**src/rtl/npu_mem_pkg.sv**
```systemverilog
// Shared types and constants for the NPU load/read paths.
// Both the host-side writer and the compute-side reader import this package.
package npu_mem_pkg;

    localparam int unsigned IMAGE_AW    = 10;
    localparam int unsigned RAM_AW      = 15;
    localparam int unsigned IMAGE_WORDS = 225;
    localparam int unsigned CONV_BYTES  = 18816;
    localparam int unsigned DENSE_BYTES = 16746;

    typedef enum logic [1:0] {
        IMAGE  = 2'd0,
        CONV   = 2'd1,
        DENSE  = 2'd2,
        DENSEB = 2'd3
    } src_sel_t;

    typedef enum logic [1:0] {
        RD_IDLE,
        RD_ISSUE,
        RD_DRAIN,
        RD_DONE
    } rd_state_t;

endpackage

```
**src/rtl/npu_rd_fifo.sv**
```systemverilog
// Synchronous FIFO with occupancy count, used as the reader's output buffer.
// Depth need not be a power of two; pointers wrap explicitly.
module npu_rd_fifo #(
    parameter int unsigned WIDTH = 33,
    parameter int unsigned DEPTH = 4,
    localparam int unsigned PW = (DEPTH > 1) ? $clog2(DEPTH) : 1,
    localparam int unsigned CW = $clog2(DEPTH + 1)
) (
    input  logic             clk,
    input  logic             reset_n,
    input  logic             push,
    input  logic [WIDTH-1:0] wdata,
    input  logic             pop,
    output logic [WIDTH-1:0] rdata,
    output logic             empty,
    output logic             full,
    output logic [CW-1:0]    count
);

    logic [WIDTH-1:0] mem [DEPTH];
    logic [PW-1:0]    wr_ptr;
    logic [PW-1:0]    rd_ptr;
    logic             do_push;
    logic             do_pop;

    always_comb begin
        empty   = (count == '0);
        full    = (count == CW'(DEPTH));
        do_push = push && !full;
        do_pop  = pop && !empty;
        rdata   = mem[rd_ptr];
    end

    always_ff @(posedge clk) begin
        if (do_push) mem[wr_ptr] <= wdata;
    end

    always_ff @(posedge clk or negedge reset_n) begin
        if (!reset_n) begin
            wr_ptr <= '0;
            rd_ptr <= '0;
            count  <= '0;
        end else begin
            if (do_push) wr_ptr <= (wr_ptr == PW'(DEPTH - 1)) ? '0 : wr_ptr + PW'(1);
            if (do_pop)  rd_ptr <= (rd_ptr == PW'(DEPTH - 1)) ? '0 : rd_ptr + PW'(1);
            unique case ({do_push, do_pop})
                2'b10:   count <= count + CW'(1);
                2'b01:   count <= count - CW'(1);
                default: count <= count;
            endcase
        end
    end

endmodule

```
**src/rtl/npu_mem_reader.sv**
```systemverilog
// Compute-side reader: fetches a run of elements from one NPU RAM, hides the
// read latency with an in-flight shift register, and streams via valid/ready.
module npu_mem_reader
    import npu_mem_pkg::*;
#(
    parameter int unsigned RD_LAT     = 2,
    parameter int unsigned FIFO_DEPTH = 4
) (
    input  logic                clk,
    input  logic                reset_n,
    input  logic                start,
    input  logic [1:0]          src_sel,
    input  logic [RAM_AW-1:0]   base_addr,
    input  logic [RAM_AW-1:0]   length,
    output logic                busy,
    output logic                done,
    output logic [IMAGE_AW-1:0] image_ram_addr,
    output logic                rden_image,
    input  logic [7:0]          q0,
    input  logic [7:0]          q1,
    input  logic [7:0]          q2,
    input  logic [7:0]          q3,
    output logic [RAM_AW-1:0]   conv_ram_addr,
    output logic                rden_conv,
    input  logic [7:0]          conv_q,
    output logic [RAM_AW-1:0]   dense_ram_addr,
    output logic                rden_dense,
    input  logic [7:0]          dense_q,
    output logic [RAM_AW-1:0]   denseb_ram_addr,
    output logic                rden_denseb,
    input  logic [7:0]          denseb_q,
    output logic [31:0]         out_data,
    output logic                out_valid,
    input  logic                out_ready,
    output logic                out_last
);

    localparam int unsigned CW = $clog2(FIFO_DEPTH + 1);

    rd_state_t           state, state_nxt;
    src_sel_t            src;
    logic [RAM_AW-1:0]   base, len, issued, cur_addr;
    logic [RD_LAT-1:0]   sr_valid, sr_last;
    logic                issue, pop;
    logic [31:0]         cap_data;
    logic [32:0]         fifo_head;
    logic [CW-1:0]       fifo_count;
    logic                fifo_empty, fifo_full;
    int unsigned         inflight;
    logic [IMAGE_AW-1:0] image_addr_q;
    logic [RAM_AW-1:0]   conv_addr_q, dense_addr_q, denseb_addr_q;

    always_comb begin
        inflight = 0;
        for (int unsigned i = 0; i < RD_LAT; i++) inflight += 32'(sr_valid[i]);
        cur_addr = base + issued;
        issue    = (state == RD_ISSUE) && (issued != len) &&
                   (32'(fifo_count) + inflight < FIFO_DEPTH);
        pop      = !fifo_empty && out_ready;
    end

    always_ff @(posedge clk or negedge reset_n) begin
        if (!reset_n) state <= RD_IDLE;
        else          state <= state_nxt;
    end

    // DRAIN exits on the cycle the final element is popped so done lands right after it.
    always_comb begin
        state_nxt = state;
        unique case (state)
            RD_IDLE:  if (start) state_nxt = (length == '0) ? RD_DONE : RD_ISSUE;
            RD_ISSUE: if (issued == len) state_nxt = RD_DRAIN;
            RD_DRAIN: if (inflight == 0 && (fifo_count == '0 || (fifo_count == CW'(1) && pop)))
                          state_nxt = RD_DONE;
            RD_DONE:  state_nxt = RD_IDLE;
            default:  state_nxt = RD_IDLE;
        endcase
    end

    always_comb begin
        busy            = (state != RD_IDLE);
        done            = (state == RD_DONE);
        rden_image      = issue && (src == IMAGE);
        rden_conv       = issue && (src == CONV);
        rden_dense      = issue && (src == DENSE);
        rden_denseb     = issue && (src == DENSEB);
        image_ram_addr  = rden_image  ? cur_addr[IMAGE_AW-1:0] : image_addr_q;
        conv_ram_addr   = rden_conv   ? cur_addr : conv_addr_q;
        dense_ram_addr  = rden_dense  ? cur_addr : dense_addr_q;
        denseb_ram_addr = rden_denseb ? cur_addr : denseb_addr_q;
        out_valid       = !fifo_empty;
        out_data        = fifo_empty ? '0 : fifo_head[31:0];
        out_last        = !fifo_empty && fifo_head[32];
    end

    always_ff @(posedge clk or negedge reset_n) begin
        if (!reset_n) begin
            src           <= IMAGE;
            base          <= '0;
            len           <= '0;
            issued        <= '0;
            sr_valid      <= '0;
            sr_last       <= '0;
            image_addr_q  <= '0;
            conv_addr_q   <= '0;
            dense_addr_q  <= '0;
            denseb_addr_q <= '0;
        end else begin
            if (state == RD_IDLE && start) begin
                src    <= src_sel_t'(src_sel);
                base   <= base_addr;
                len    <= length;
                issued <= '0;
            end else if (issue) begin
                issued <= issued + RAM_AW'(1);
            end
            sr_valid[0] <= issue;
            sr_last[0]  <= issue && (issued == len - RAM_AW'(1));
            for (int unsigned i = 1; i < RD_LAT; i++) begin
                sr_valid[i] <= sr_valid[i-1];
                sr_last[i]  <= sr_last[i-1];
            end
            if (rden_image)  image_addr_q  <= cur_addr[IMAGE_AW-1:0];
            if (rden_conv)   conv_addr_q   <= cur_addr;
            if (rden_dense)  dense_addr_q  <= cur_addr;
            if (rden_denseb) denseb_addr_q <= cur_addr;
        end
    end

    always_comb begin
        cap_data = '0;
        unique case (src)
            IMAGE:   cap_data = {q0, q1, q2, q3};
            CONV:    cap_data = {24'h0, conv_q};
            DENSE:   cap_data = {24'h0, dense_q};
            DENSEB:  cap_data = {24'h0, denseb_q};
            default: cap_data = '0;
        endcase
    end

    npu_rd_fifo #(
        .WIDTH(33),
        .DEPTH(FIFO_DEPTH)
    ) u_fifo (
        .clk    (clk),
        .reset_n(reset_n),
        .push   (sr_valid[RD_LAT-1]),
        .wdata  ({sr_last[RD_LAT-1], cap_data}),
        .pop    (pop),
        .rdata  (fifo_head),
        .empty  (fifo_empty),
        .full   (fifo_full),
        .count  (fifo_count)
    );

endmodule

```
**config.mk**
```make
export PLATFORM = sky130hd
export DESIGN_NAME = npu_mem_reader
export DESIGN_NICKNAME = d
export VERILOG_FILES = /design/src/rtl/npu_mem_pkg.sv /design/src/rtl/npu_rd_fifo.sv /design/src/rtl/npu_mem_reader.sv
export SDC_FILE = /design/constraint.sdc
export NUM_CORES = 1
export LEC_CHECK = 0
export ABC_AREA = 1
export BUFFER_PORTS_ARGS = -buffer_cell sky130_fd_sc_hd__buf_2
export CAP_MARGIN = 20
export CELL_PAD_IN_SITES_DETAIL_PLACEMENT = 1
export CELL_PAD_IN_SITES_GLOBAL_PLACEMENT = 2
export CORE_UTILIZATION = 39
export CTS_BUF_LIST = sky130_fd_sc_hd__clkbuf_2 sky130_fd_sc_hd__clkbuf_4 sky130_fd_sc_hd__clkbuf_8
export DETAILED_ROUTE_END_ITERATION = 12
export PLACE_DENSITY_LB_ADDON = 0.1
export SLEW_MARGIN = 40
export SYNTH_ARGS = -nofsm -noshare
export SYNTH_HDL_FRONTEND = slang
export SYNTH_HIERARCHICAL = 1
export SYNTH_SLANG_ARGS = --single-unit
export TNS_END_PERCENT = 100
```
**constraint.sdc**
```tcl
create_clock -name clk -period 3.9 [get_ports clk]
set_input_delay 0.195 -clock clk [delete_from_list [all_inputs] [get_ports clk]]
set_output_delay 0.195 -clock clk [all_outputs]
set_load 0.05 [all_outputs]
```
==> metrics.csv <==
metric,value,unit
kind of critical path,flip-flop to primary output,
"Max FO, Critical Path",8,
Int Power,7.05,mW
clock root buffer,clkbuf_8,
nets@finish,1821,
biggest cell delay along the critical path,0.51,ns
Critical Path Source,issued[0],
DR iter-0 viols,416,
residual DRC count,0,
via count,10300,
CTS max path bufs,3,
Mapped Avg Cell Area,8.74,um^2
Final Non-Filler Cells,2168,
"Period Utilization, post-route",0.884,
Initial Util,0.400,
Die H,183,um
Max-slew headroom,0.479,
Max Slew Vio Count,0,
actual slew at the worst max-slew pin,0.780,ns
Post-Syn Area,12700,um^2
Pleak,7.76,nW
Final Core Density,0.485,
PostCTS Resize Cnt,0,
Detailed Routing Iterations Pass 1,5,
final antenna-violating net count,0,
Post-CTS Setup Bufs,0,
clock sinks,247,
Net Sw Frac,0.517,
number of global-route vias before repair,10600,
largest net degree at the start of global routing,60,
total grt overflow,0,
CTS buffer count,44,
worst-case vdd ir drop,0.000414,V
RR Endpoint,denseb_addr_q[6],
hold crit path type,input pin to flip-flop,
CP required,3.70,ns
Worst Setup Start Kind,flip-flop,
Final Instance Area,15400,um^2
Cell Pwr Density,945,nW/um^2
Mapped Cells,1456,
clock latency on the worst-skew pair,0.57,ns
initial antenna violation count,0,
Final Hold Viols,0,
drt total wl,35.8,mm
WL per Instance,16.5,um
CTS tree,built,
CP max stage cell,dfrtp_1,
Fmax achieved,290,MHz
routability cong.,0.805,
GRT Util Overall,0.219,
placed insts,2044,
flop2flop setup slack,1.40,ns
Vias/cell,4.73,
CP arrival,3.25,ns
core footprint,31800,um^2
outcome,completed,
Tmin final,3.45,ns
Synth warnings,6,
Die X-Extent,183,um
crit end category,primary output,
row count,65,
Die Area,33300,um^2
Antenna diodes,0,
clock skew,0.0276,ns
syn nets,1580,
Max Cap Viol,0,
startpoint of the worst register-to-register path,issued[0],
crit-path cells,ha_1 > inv_1 > fa_1 > o21ai_0 > nand2_1 > nand2_1 > xor2_1 > nand2_1 > nand2_1 > buf_2,
PortBufs,186,
Critical Path Sink,denseb_ram_addr[6],
Sequential Power Share,0.293,
RSZ-0062 raised after global routing,false,
Comb power frac,0.534,
"Clk pin slew, worst setup/hold paths",0.06,ns
first-pass GRT wire length,57.0,mm
Crit path top cell by count,nand2_1,
Clk pwr share,0.173,
Setup TNS Final,0,ns
hold-fix buffer count after cts,42,
Sw Pwr,7.54,mW
post-DP HPWL,25.0,mm
Layout area overhead,21.3,%
Area after DPL,14100,um^2
share of layout cells above drive strength 1,0.205,
Final setup viols,0,
fillers,3821,
R2R depth,9,
H-tree levels,2,
Top Ports,187,
[state kept, by name, indices dropped and copies added, names as in the netlist, 3 cells and up]
name and flops:
u_fifo/count 3, denseb_addr_q 15, u_fifo/mem 132, issued 15
base 15, dense_addr_q 15, conv_addr_q 15, len 15
image_addr_q 10
[through the flow]
stage          power, mW  hold slack (ns)  setup slack (ns)
2_1_floorplan       10.0           -0.101              1.37
3_3_place_gp        12.0            0.331              1.11
3_5_place_dp        12.2            0.341              1.04
4_1_cts             14.8          0.00514             0.414
5_1_grt             15.6           0.0145             0.196
6_report            14.6           0.0251             0.451
[cell usage in the layout, fill, tap and decap left out, drive strengths merged]
cell,n
buf,206
a21o,1
or2,2
o21ai,25
xor2,25
dlygate4sd3,42
bufinv,2
edfxtp,132
o31ai,1
nand2,547
a31oi,1
nor2,145
nand4,20
nand3b,2
nand3,48
xnor2,9
ha,30
inv,212
nor3,6
o211ai,66
a21oi,11
dfrtp,115
nor4,3
clkbuf,62
clkinv,17
fa,2
o21a,1
[per-layer routing]
metal / share of wire / routed length [um] / global-route usage / up-vias
met5: 0 / 0 / 0 / -
met4: 0.018 / 645 / 0.0541 / 0
met3: 0.033 / 1180 / 0.0297 / 45
met2: 0.51 / 18300 / 0.394 / 168
met1: 0.44 / 15700 / 0.276 / 4958
li1: - / - / - / 5084
[critical path: cells and delay by family (launching register included)]
family	cells	cell delay, ns
DFF	1	0.51
buffers and inverters	2	0.33
and+or+nand+nor	4	0.42
AOI/OAI and AO/OA	1	0.34
xor gates and xnor gates	1	0.44
adders and majority gates	2	0.65
[worst min path at each step]
stage / startpoint / depth (start not counted) / endpoint / slack [ns]
6_report: q3[3] / 3 / u_fifo/mem[1][3] / 0.03
5_1_grt: dense_q[6] / 3 / u_fifo/mem[1][6] / 0.01
4_1_cts: q3[3] / 3 / u_fifo/mem[1][3] / 0.005
3_5_place_dp: reset_n / 1 / dense_addr_q[12] / 0.34
3_3_place_gp: reset_n / 1 / dense_addr_q[12] / 0.33
2_1_floorplan: reset_n / 0 / base[0] / -0.10
[cell type report]
class                      count  area (um^2)  share of cell area
multi-input combinational    945         4770               0.309
clock buffer                  62          785              0.0508
tap                          435          544              0.0353
sequential                   247         6850               0.444
timing repair buffer         248         1550               0.100
clock inverter                20          150             0.00973
inverter                     211          792              0.0513
[power by group through the flow]
stage	Combinational (mW)	Clock, mW	Sequential [mW]
2_1_floorplan	6.05	0	3.99
3_3_place_gp	7.66	0	4.37
3_5_place_dp	7.87	0	4.31
4_1_cts	7.93	2.60	4.27
5_1_grt	8.54	2.71	4.36
6_report	7.79	2.53	4.27
(Power assumes the default switching activity.)
